### config.mk
export PLATFORM = sky130hd
export DESIGN_NAME = z_csa_seq_ctrl
export DESIGN_NICKNAME = d
export VERILOG_FILES = /design/src/rtl/z_csa_pkg.sv /design/src/rtl/z_csa_chunk.sv /design/src/rtl/z_csa_seq_ctrl.sv
export SDC_FILE = /design/constraint.sdc
export NUM_CORES = 1
export LEC_CHECK = 0
export BUFFER_PORTS_ARGS = -buffer_cell sky130_fd_sc_hd__buf_2
export CAP_MARGIN = 20
export CORE_ASPECT_RATIO = 1.1
export CORE_MARGIN = 2
export CORE_UTILIZATION = 29
export CTS_CLUSTER_DIAMETER = 150
export DETAILED_ROUTE_END_ITERATION = 10
export GPL_TIMING_DRIVEN = 0
export PLACE_DENSITY = 0.51
export SKIP_CTS_REPAIR_TIMING = 1
export SKIP_LAST_GASP = 1
export SYNTH_ARGS = -nofsm -noshare
export SYNTH_HDL_FRONTEND = slang
export SYNTH_SLANG_ARGS = --single-unit
### constraint.sdc
create_clock -name clk -period 4.1 [get_ports clk]
set_input_delay 0.41 -clock clk [delete_from_list [all_inputs] [get_ports clk]]
set_output_delay 0.41 -clock clk [all_outputs]
set_load 0.02 [all_outputs]
### src/rtl/z_csa_pkg.sv
// -----------------------------------------------------------------------------
// z_csa_pkg
// Shared definitions for the sequential carry-select adder block:
//   - default operand width and chunk width
//   - controller state encoding (IDLE / RUN / DONE)
//   - helper for sizing the chunk index register
// -----------------------------------------------------------------------------
package z_csa_pkg;

   localparam int Z_CSA_WIDTH_DEF = 32;
   localparam int Z_CSA_CHUNK_DEF = 8;

   typedef enum logic [1:0] {
      IDLE = 2'b00,
      RUN  = 2'b01,
      DONE = 2'b10
   } z_csa_state_e;

   // Width of a counter able to index n chunks (at least one bit).
   function automatic int z_csa_idx_w(input int n);
      if (n > 1) begin
         return $clog2(n);
      end else begin
         return 1;
      end
   endfunction

endpackage

### src/rtl/z_csa_chunk.sv
// -----------------------------------------------------------------------------
// z_csa_chunk
// Purely combinational CHUNK-bit carry-select adder slice. Two ripple adders
// evaluate the slice for carry-in 0 and carry-in 1 in parallel; the real
// carry-in then only drives the final 2:1 selection.
//
// Ports:
//   a, b  in  [CHUNK-1:0]  operand slices
//   cin   in  1            carry into the slice
//   sum   out [CHUNK-1:0]  slice sum
//   cout  out 1            carry out of the slice
// -----------------------------------------------------------------------------
module z_csa_chunk
   import z_csa_pkg::*;
#(
   parameter int CHUNK = Z_CSA_CHUNK_DEF
) (
   input  logic [CHUNK-1:0] a,
   input  logic [CHUNK-1:0] b,
   input  logic             cin,
   output logic [CHUNK-1:0] sum,
   output logic             cout
);

   logic [CHUNK-1:0] sum0_s;
   logic [CHUNK-1:0] sum1_s;
   logic [CHUNK:0]   c0_s;
   logic [CHUNK:0]   c1_s;

   // Two speculative ripple adders, one per possible carry-in.
   always_comb begin
      c0_s    = {(CHUNK+1){1'b0}};
      c1_s    = {(CHUNK+1){1'b0}};
      sum0_s  = {CHUNK{1'b0}};
      sum1_s  = {CHUNK{1'b0}};
      c0_s[0] = 1'b0;
      c1_s[0] = 1'b1;
      for (int i = 0; i < CHUNK; i++) begin
         sum0_s[i]  = a[i] ^ b[i] ^ c0_s[i];
         c0_s[i+1]  = (a[i] & b[i]) | (c0_s[i] & (a[i] ^ b[i]));
         sum1_s[i]  = a[i] ^ b[i] ^ c1_s[i];
         c1_s[i+1]  = (a[i] & b[i]) | (c1_s[i] & (a[i] ^ b[i]));
      end
   end

   // Late select by the actual carry-in.
   always_comb begin
      if (cin) begin
         sum  = sum1_s;
         cout = c1_s[CHUNK];
      end else begin
         sum  = sum0_s;
         cout = c0_s[CHUNK];
      end
   end

endmodule

### src/rtl/z_csa_seq_ctrl.sv
// -----------------------------------------------------------------------------
// z_csa_seq_ctrl
// Sequential WIDTH-bit adder: {c_out,sum} = a + b + c_in. Operands are captured
// on an in_valid/in_ready handshake, then one CHUNK-bit slice is added per
// cycle by a carry-select slice adder, with the slice carry registered between
// cycles. The result is presented with out_valid and held until out_ready.
//
// Optional feature (macro Z_CSA_OVF_EN): adds output ovf, the two's-complement
// overflow flag of the captured operands, valid with the result.
//
// Ports:
//   clk        in   rising-edge clock
//   rst_n      in   asynchronous active-low reset
//   in_valid   in   operand request valid
//   in_ready   out  high only when idle
//   a, b       in   [WIDTH-1:0] operands
//   c_in       in   carry into bit 0
//   out_valid  out  result valid (DONE state)
//   out_ready  in   consumer accepts result
//   sum        out  [WIDTH-1:0] registered result
//   c_out      out  registered carry out of bit WIDTH-1
//   ovf        out  registered signed overflow (Z_CSA_OVF_EN only)
// -----------------------------------------------------------------------------
module z_csa_seq_ctrl
   import z_csa_pkg::*;
#(
   parameter int WIDTH = Z_CSA_WIDTH_DEF,
   parameter int CHUNK = Z_CSA_CHUNK_DEF
) (
   input  logic             clk,
   input  logic             rst_n,
   input  logic             in_valid,
   output logic             in_ready,
   input  logic [WIDTH-1:0] a,
   input  logic [WIDTH-1:0] b,
   input  logic             c_in,
   output logic             out_valid,
   input  logic             out_ready,
   output logic [WIDTH-1:0] sum,
   output logic             c_out
`ifdef Z_CSA_OVF_EN
   ,
   output logic             ovf
`endif
);

   localparam int NCHUNK = WIDTH / CHUNK;
   localparam int IDX_W  = z_csa_idx_w(NCHUNK);
   localparam logic [IDX_W-1:0] LAST_IDX = IDX_W'(NCHUNK - 1);

   z_csa_state_e state_r;
   z_csa_state_e state_nxt_s;

   // Operands and result are held as arrays of chunks so the active slice is
   // a plain index by the chunk counter.
   logic [NCHUNK-1:0][CHUNK-1:0] a_r;
   logic [NCHUNK-1:0][CHUNK-1:0] b_r;
   logic [NCHUNK-1:0][CHUNK-1:0] sum_r;
   logic                         carry_r;
   logic                         c_out_r;
   logic [IDX_W-1:0]             idx_r;

   logic [CHUNK-1:0] a_chunk_s;
   logic [CHUNK-1:0] b_chunk_s;
   logic [CHUNK-1:0] chunk_sum_s;
   logic             chunk_cout_s;
   logic             accept_s;
   logic             run_s;
   logic             last_s;

   // State register.
   always_ff @(posedge clk or negedge rst_n) begin
      if (!rst_n) begin
         state_r <= IDLE;
      end else begin
         state_r <= state_nxt_s;
      end
   end

   // Next-state logic.
   always_comb begin
      state_nxt_s = state_r;
      case (state_r)
         IDLE: begin
            if (in_valid) begin
               state_nxt_s = RUN;
            end else begin
               state_nxt_s = IDLE;
            end
         end
         RUN: begin
            if (idx_r == LAST_IDX) begin
               state_nxt_s = DONE;
            end else begin
               state_nxt_s = RUN;
            end
         end
         DONE: begin
            if (out_ready) begin
               state_nxt_s = IDLE;
            end else begin
               state_nxt_s = DONE;
            end
         end
         default: begin
            state_nxt_s = IDLE;
         end
      endcase
   end

   // State decode: handshake outputs and datapath enables.
   always_comb begin
      in_ready  = 1'b0;
      out_valid = 1'b0;
      accept_s  = 1'b0;
      run_s     = 1'b0;
      last_s    = 1'b0;
      case (state_r)
         IDLE: begin
            in_ready = 1'b1;
            accept_s = in_valid;
         end
         RUN: begin
            run_s  = 1'b1;
            last_s = (idx_r == LAST_IDX);
         end
         DONE: begin
            out_valid = 1'b1;
         end
         default: begin
            in_ready  = 1'b0;
            out_valid = 1'b0;
         end
      endcase
   end

   assign a_chunk_s = a_r[idx_r];
   assign b_chunk_s = b_r[idx_r];

   z_csa_chunk #(
      .CHUNK (CHUNK)
   ) u_chunk (
      .a    (a_chunk_s),
      .b    (b_chunk_s),
      .cin  (carry_r),
      .sum  (chunk_sum_s),
      .cout (chunk_cout_s)
   );

   // Operand capture and per-chunk accumulation of sum and carry.
   always_ff @(posedge clk or negedge rst_n) begin
      if (!rst_n) begin
         a_r     <= {WIDTH{1'b0}};
         b_r     <= {WIDTH{1'b0}};
         sum_r   <= {WIDTH{1'b0}};
         carry_r <= 1'b0;
         c_out_r <= 1'b0;
         idx_r   <= {IDX_W{1'b0}};
      end else if (accept_s) begin
         a_r     <= a;
         b_r     <= b;
         sum_r   <= {WIDTH{1'b0}};
         carry_r <= c_in;
         c_out_r <= 1'b0;
         idx_r   <= {IDX_W{1'b0}};
      end else if (run_s) begin
         sum_r[idx_r] <= chunk_sum_s;
         carry_r      <= chunk_cout_s;
         if (last_s) begin
            c_out_r <= chunk_cout_s;
            idx_r   <= {IDX_W{1'b0}};
         end else begin
            idx_r   <= idx_r + IDX_W'(1'b1);
         end
      end
   end

   assign sum   = sum_r;
   assign c_out = c_out_r;

`ifdef Z_CSA_OVF_EN
   logic ovf_r;

   // Signed overflow: equal operand signs but result sign differs. The last
   // slice result carries the final sum MSB, so it is taken straight from the
   // slice adder on the cycle it is written.
   always_ff @(posedge clk or negedge rst_n) begin
      if (!rst_n) begin
         ovf_r <= 1'b0;
      end else if (accept_s) begin
         ovf_r <= 1'b0;
      end else if (last_s) begin
         ovf_r <= (a_r[NCHUNK-1][CHUNK-1] == b_r[NCHUNK-1][CHUNK-1]) &&
                  (chunk_sum_s[CHUNK-1] != a_r[NCHUNK-1][CHUNK-1]);
      end
   end

   assign ovf = ovf_r;
`endif

endmodule

==> results of run 1 <==
==> registers in the layout, summed over array words and instances (netlist names) <==
signal,count
idx_r,2
c_out,1
b_r,32
sum,32
state_r,2
carry_r,1
a_r,32
==> area by class of cell <==
type | count | area share, %
plain buffers | 16 | 3.58
inverters | 19 | 1.18
well taps | 204 | 4.22
flip-flops and latches | 102 | 42.2
repair buffers | 110 | 9.76
multi-input cells | 161 | 34.4
clock inverters | 4 | 0.786
clock buffers | 12 | 3.91
==> synth_stat cells <==
cell type / n / area [um2]
dfrtp_1: 102 / 2550
mux2_4: 59 / 886
o2bb2ai_1: 22 / 193
inv_1: 19 / 71.3
mux4_2: 16 / 360
nand2_1: 8 / 30.0
fa_1: 7 / 140
buf_12: 6 / 120
ha_1: 6 / 75.1
a21oi_1: 5 / 25.0
mux2_1: 5 / 56.3
a22o_1: 4 / 35.0
a32o_1: 4 / 40.0
buf_6: 4 / 45.0
nor2_1: 4 / 15.0
a21oi_4: 3 / 48.8
buf_4: 3 / 22.5
nand3_1: 3 / 15.0
o21ai_0: 3 / 15.0
and3b_1: 2 / 17.5
buf_2: 2 / 10.0
a211oi_1: 1 / 7.51
a311oi_1: 1 / 8.76
clkbuf_1: 1 / 3.75
mux2i_1: 1 / 10.0
nand2b_1: 1 / 6.26
nand3b_1: 1 / 7.51
nor2_2: 1 / 6.26
nor2b_1: 1 / 6.26
nor3b_2: 1 / 12.5
o21bai_1: 1 / 7.51
xnor2_1: 1 / 8.76
==> layout by cell type, fill, tap and decap left out, types with 2 or more instances in the layout <==
cell,instances
buf_2,103
dfrtp_1,102
mux2_4,59
o2bb2ai_1,22
mux4_2,16
inv_1,15
buf_4,9
clkbuf_16,9
buf_12,7
nand2_1,7
fa_2,7
mux2_1,5
ha_1,5
buf_6,4
clkbuf_1,4
nor2_1,4
inv_2,4
a22o_1,4
a32o_1,4
a21oi_4,3
a21oi_1,3
and3b_1,2
nand3_1,2
a21oi_2,2
clkinv_2,2
==> power breakdown <==
group / leakage [nW] / switching [mW] / internal [mW] / total, mW
clock network: 0.137 / 0.377 / 0.472 / 0.849
logic: 1.46 / 1.65 / 1.72 / 3.37
registers: 1.25 / 0.275 / 1.50 / 1.77
==> worst max path at each step <==
| stage | end | slack [ps] | cells after the start |
|---|---|---|---|
| 6_report | sum[15] | -230 | 17 |
| 5_1_grt | sum[15] | -380 | 17 |
| 2_1_floorplan | sum[7] | 30 | 17 |
| 4_1_cts | sum[7] | -400 | 17 |
| 3_5_place_dp | sum[7] | -380 | 17 |
| 3_3_place_gp | sum[7] | -380 | 17 |
==> layer usage <==
| metal | up-vias | global-route usage, % |
|---|---|---|
| met3 | 13 | 3.42 |
| met2 | 82 | 21.2 |
| met4 | 0 | 5.55 |
| li1 | 1331 | - |
| met1 | 1487 | 18.6 |
| met5 | - | 0 |
==> kinds of logic (layout without fill, tap and decap cells) <==
kind of cell | after synthesis | after routing | synth area share [%]
DFF | 102 | 102 | 52.5
muxes | 81 | 81 | 27.0
and+or+nand+nor | 22 | 22 | 2.40
buffers and inverters | 35 | 161 | 5.61
adders and majority gates | 13 | 13 | 4.43
AOI/OAI and AO/OA | 44 | 44 | 7.83
xor gates and xnor gates | 1 | 1 | 0.180
==> worst register-to-register path, delay by kind of cell, from the launching register on <==
family,cells,cell delay (ps)
AOI/OAI and AO/OA,2,330
adders and majority gates,8,2610
DFF,1,430
muxes,1,370
and+or+nand+nor,1,60
buffers and inverters,5,390
==> out/results.ini, run 1 <==
[global_routing]
grt_pass1_vias = 3174
grt_pass1_wl_um = 18300
gr-usage-all-layers_pct = 13.8
grt_max_degree = 55
antenna_found_initial = 0
grt-ovfl-total = 0

[clock_network]
cts_buffers = 9
cts_tree = built
cts_num_sinks = 102
clk_latency_ps = 350
htree_levels = 3
clk_pin_slew_ps = 70
cts_buffer_depth = 2
cts-root-buf = clkbuf_16

[worst_setup_path]
rrSetupSlack_ps = -230
critPathLaunch = idx_r[0]
slowest_delay_ps = 470
cp_max_fo = 7
cp.buffers_inverters = 5
rr_worst_depth = 17
crit_required_ps = 4340
critPathTopFamily = adder cells
crit_chain = buf_12, mux4_2, inv_2, ha_4, nand2_2, o21ai_2, fa_2, fa_2, fa_2, fa_2, inv_2, fa_2, inv_2, fa_2, inv_2, fa_2, a32o_1
crit_type = reg -> reg
regToRegEndpoint = sum[15]
arrival_ps = 4570
crit_slowest_cell = fa_2
end_kind = flip-flop
path_common_cell = fa_2
rr_startpoint = idx_r[0]
critPathLaunchType = flip-flop

[timing]
max_slew_margin_pct = 55.4
rsz0062_at_grt = true
fin_crit_sh_pct = 106
drv_slew = 0
tightest_slew_ps = 669
finalWorstSetupSlack_ps = -232
timing.fmax_ghz = 0.231
finClkSkew_ps = 10.1
fin_tns_setup_ps = -807
period_minus_slack_ps = 4330
setup-violations-final = 4
finalHoldViolCount = 0
holdWs_ps = 92.4

[routing]
topRoutingLayerUsed = met4
route.met3.wl_um = 551
wl_met1_um = 5390
routedWlPerCell_um = 18.6
vias_per_cell = 4.64
wl_met2_um = 5530
drcViolationCount = 0
wl_um = 11700
dr.pass1.iters = 4
drtAntennaViolNets = 0
drt-initial-drc-count = 141
vias = 2913

[worst_hold_path]
hp-class = in -> async

[placement]
detailed_place_hpwl_um = 8580
dp_cells = 606
place_area_mm2 = 0.00567
gp_congestion = 0.719
portBuffers = 103
place_ws_ps = -377

[yosys]
syn_area_per_cell_um2 = 16.3
synth_nets = 380
yosysWarnings = 0
netlist_instances = 298
synth_cell_types = 32
yosysSeqAreaShare_pct = 52.5
ys_ff_latch = 102
synth_area_mm2 = 0.00486

[flow_run]
maxCapViolations = 0

[die]
rows = 49
start_util_pct = 29.7
dieHeight_um = 140
die-area_mm2 = 0.0178
die_w_um = 127
ios = 104
core_area_mm2 = 0.0164

[final_layout]
drive_above_1_share_pct = 55.4
multiInputGateArea_mm2 = 0.00208
area_growth_pct = 24.6
final_nets = 501
final_area_mm2 = 0.00605
fill_cells = 1554
seq_area_mm2 = 0.00255
final_util_pct = 37.0
n_antenna_cell = 0
layout.cells.non_filler = 628

[power_and_ir_drop]
peakVddDrop_mv = 0.318
power_mw = 5.99
p_per_area_mw_per_mm2 = 990
power_leakage_nw = 2.84

[status]
violations = setup timing
outcome = complete, but fails checks

Note: power is estimated with default switching activity, not from simulation.
==> run 2, diff against run 1 <==
ABC_AREA = 1   (was not set)
PLACE_DENSITY = 0.5   (was 0.51)
==> out/results.ini, run 2 <==
[flow_run]
maxCapViolations = 0

[global_routing]
grt_pass1_vias = 4419
antenna_found_initial = 0
gr-usage-all-layers_pct = 16.2
grt-ovfl-total = 0
grt_max_degree = 66
grt_pass1_wl_um = 23000

[yosys]
synth_area_leader_cell = dfrtp_1
synthTopCellsByArea = dfrtp_1 51%, nand2_1 21%, nand3_1 12%
synth_nets = 693
ys_async_sr_fraction_pct = 100
synthFlopType = dfrtp_1
yosysMostFrequentCell = nand2_1
yosysSeqAreaShare_pct = 50.6
netlist_instances = 611
yosysWarnings = 0
ys_top_cells_by_count = 277 x nand2_1, 120 x nand3_1, 102 x dfrtp_1
yosysTopAreaCellShare_pct = 50.6
synth_area_mm2 = 0.00505
synth_cell_types = 23
synth_edf_count = 0
syn_area_per_cell_um2 = 8.26
ys_ff_latch = 102

[routing]
dr.pass1.iters = 4
drt-initial-drc-count = 245
wl_met2_um = 6710
route.met3.wl_um = 620
wl_um = 14300
topRoutingLayerUsed = met4
routedWlPerCell_um = 14.7
vias_per_cell = 4.51
vias = 4379
wl_met1_um = 6730
drtAntennaViolNets = 0
drcViolationCount = 0

[placement]
place_area_mm2 = 0.00587
dp_cells = 948
place_ws_ps = -377
detailed_place_hpwl_um = 10700
portBuffers = 102
gp_congestion = 0.822

[status]
violations = setup timing
outcome = complete, but fails checks

[die]
core_area_mm2 = 0.0170
dieHeight_um = 142
rows = 50
die-area_mm2 = 0.0185
die_w_um = 130
start_util_pct = 29.7
ios = 104

[final_layout]
final_cell_mix = 275 x nand2_1, 120 x nand3_1, 114 x buf_2
final_util_pct = 36.8
area_growth_pct = 24.2
seq_area_mm2 = 0.00255
final_nets = 814
drive_above_1_share_pct = 26.1
layout_commonest_cell = nand2_1
multiInputGateArea_mm2 = 0.00214
final_area_mm2 = 0.00627
n_antenna_cell = 0
fill_cells = 1859
layout.cells.non_filler = 971

[timing]
finClkSkew_ps = 8.20
max_slew_margin_pct = 43.3
rsz0062_at_grt = true
tightest_slew_ps = 851
period_minus_slack_ps = 4160
finalHoldViolCount = 0
drv_slew = 0
fin_crit_sh_pct = 101
finalWorstSetupSlack_ps = -58.6
setup-violations-final = 4
timing.fmax_ghz = 0.240

[worst_setup_path]
crit_required_ps = 4340
critPathLaunchType = flip-flop
cp.buffers_inverters = 5
path_common_cell = fa_2
slowest_delay_ps = 480
critPathTopFamily = adder cells
crit_slowest_cell = fa_2
arrival_ps = 4390
crit_chain = buf_6, buf_8, o211ai_1, nand2_1, ha_2, nand2_1, o21ai_2, fa_2, fa_2, fa_2, fa_2, inv_2, fa_1, inv_1, fa_2, inv_2, fa_2, nand2_1, nand2_1
crit_type = reg -> reg
cp_max_fo = 9
end_kind = flip-flop

[clock_network]
cts_buffer_depth = 2
cts_num_sinks = 102
clk_pin_slew_ps = 70
clk_latency_ps = 350
cts-root-buf = clkbuf_16
cts_buffers = 9
cts_tree = built
htree_levels = 3

[power_and_ir_drop]
peakVddDrop_mv = 0.311
power_mw = 5.70
power_leakage_nw = 3.44
p_per_area_mw_per_mm2 = 909

[worst_hold_path]
hp-class = in -> async

run 2: cell types whose count changed in the layout (fill, tap and decap cells not counted), moves of 9 or more:
cell	delta
o2bb2ai_1	-22
nand3_1	+118
mux4_2	-16
buf_2	+11
mux2_4	-59
nand2_1	+268
buf_4	+9
run 2: stage by stage:
stage                     setup TNS, ps  hold slack [ps]
after global placement            -1250              457
after global routing               -804              254
after CTS                         -1670              211
after detailed placement          -1590              460
final                              -212              183
after floorplan                       0              114
run 2: cell type report:
type	instances	area share, %
timing repair buffer	110	9.34
inverter	31	1.96
sequential	102	40.7
multi-input combinational	440	34.2
clock inverter	3	0.299
tap	234	4.67
clock buffer	13	4.15
buffer	38	4.67
run 2: layer usage:
layer	vias up	GRT usage (%)
met5	-	0
met4	0	4.70
met3	15	2.71
met2	102	26.6
met1	2069	21.9
li1	2193	-
run 2: final timing paths:
kind | from | end | slack [ps] | cells past startpoint
hold reg to reg | b_r[0] | b_r[0] | 470 | 2
setup / recovery | idx_r[0] | sum[15] | -60 | 19
hold / removal | rst_n | sum[11] | 180 | 1
min in group clk | out_ready | state_r[1] | 270 | 2
max in group asynchronous | rst_n | idx_r[1] | 3210 | 2
setup reg to reg | idx_r[0] | sum[15] | -60 | 19
run 2: power by group:
part	switching [mW]	internal [mW]	leakage (nW)
Sequential	0.272	1.46	1.29
Clock	0.367	0.445	0.140
Combinational	2.05	1.09	2.01
Total	2.69	3.00	3.44
run 2: cell families (layout without fill, tap and decap cells):
kind of cell    after synthesis  count (layout)  share of synthesized area [%]
compound gates               20              20                           3.02
fa+ha+maj                    13              13                           4.26
buf+inv                      69             195                           7.54
flops                       102             102                           50.6
simple gates                407             407                           34.6
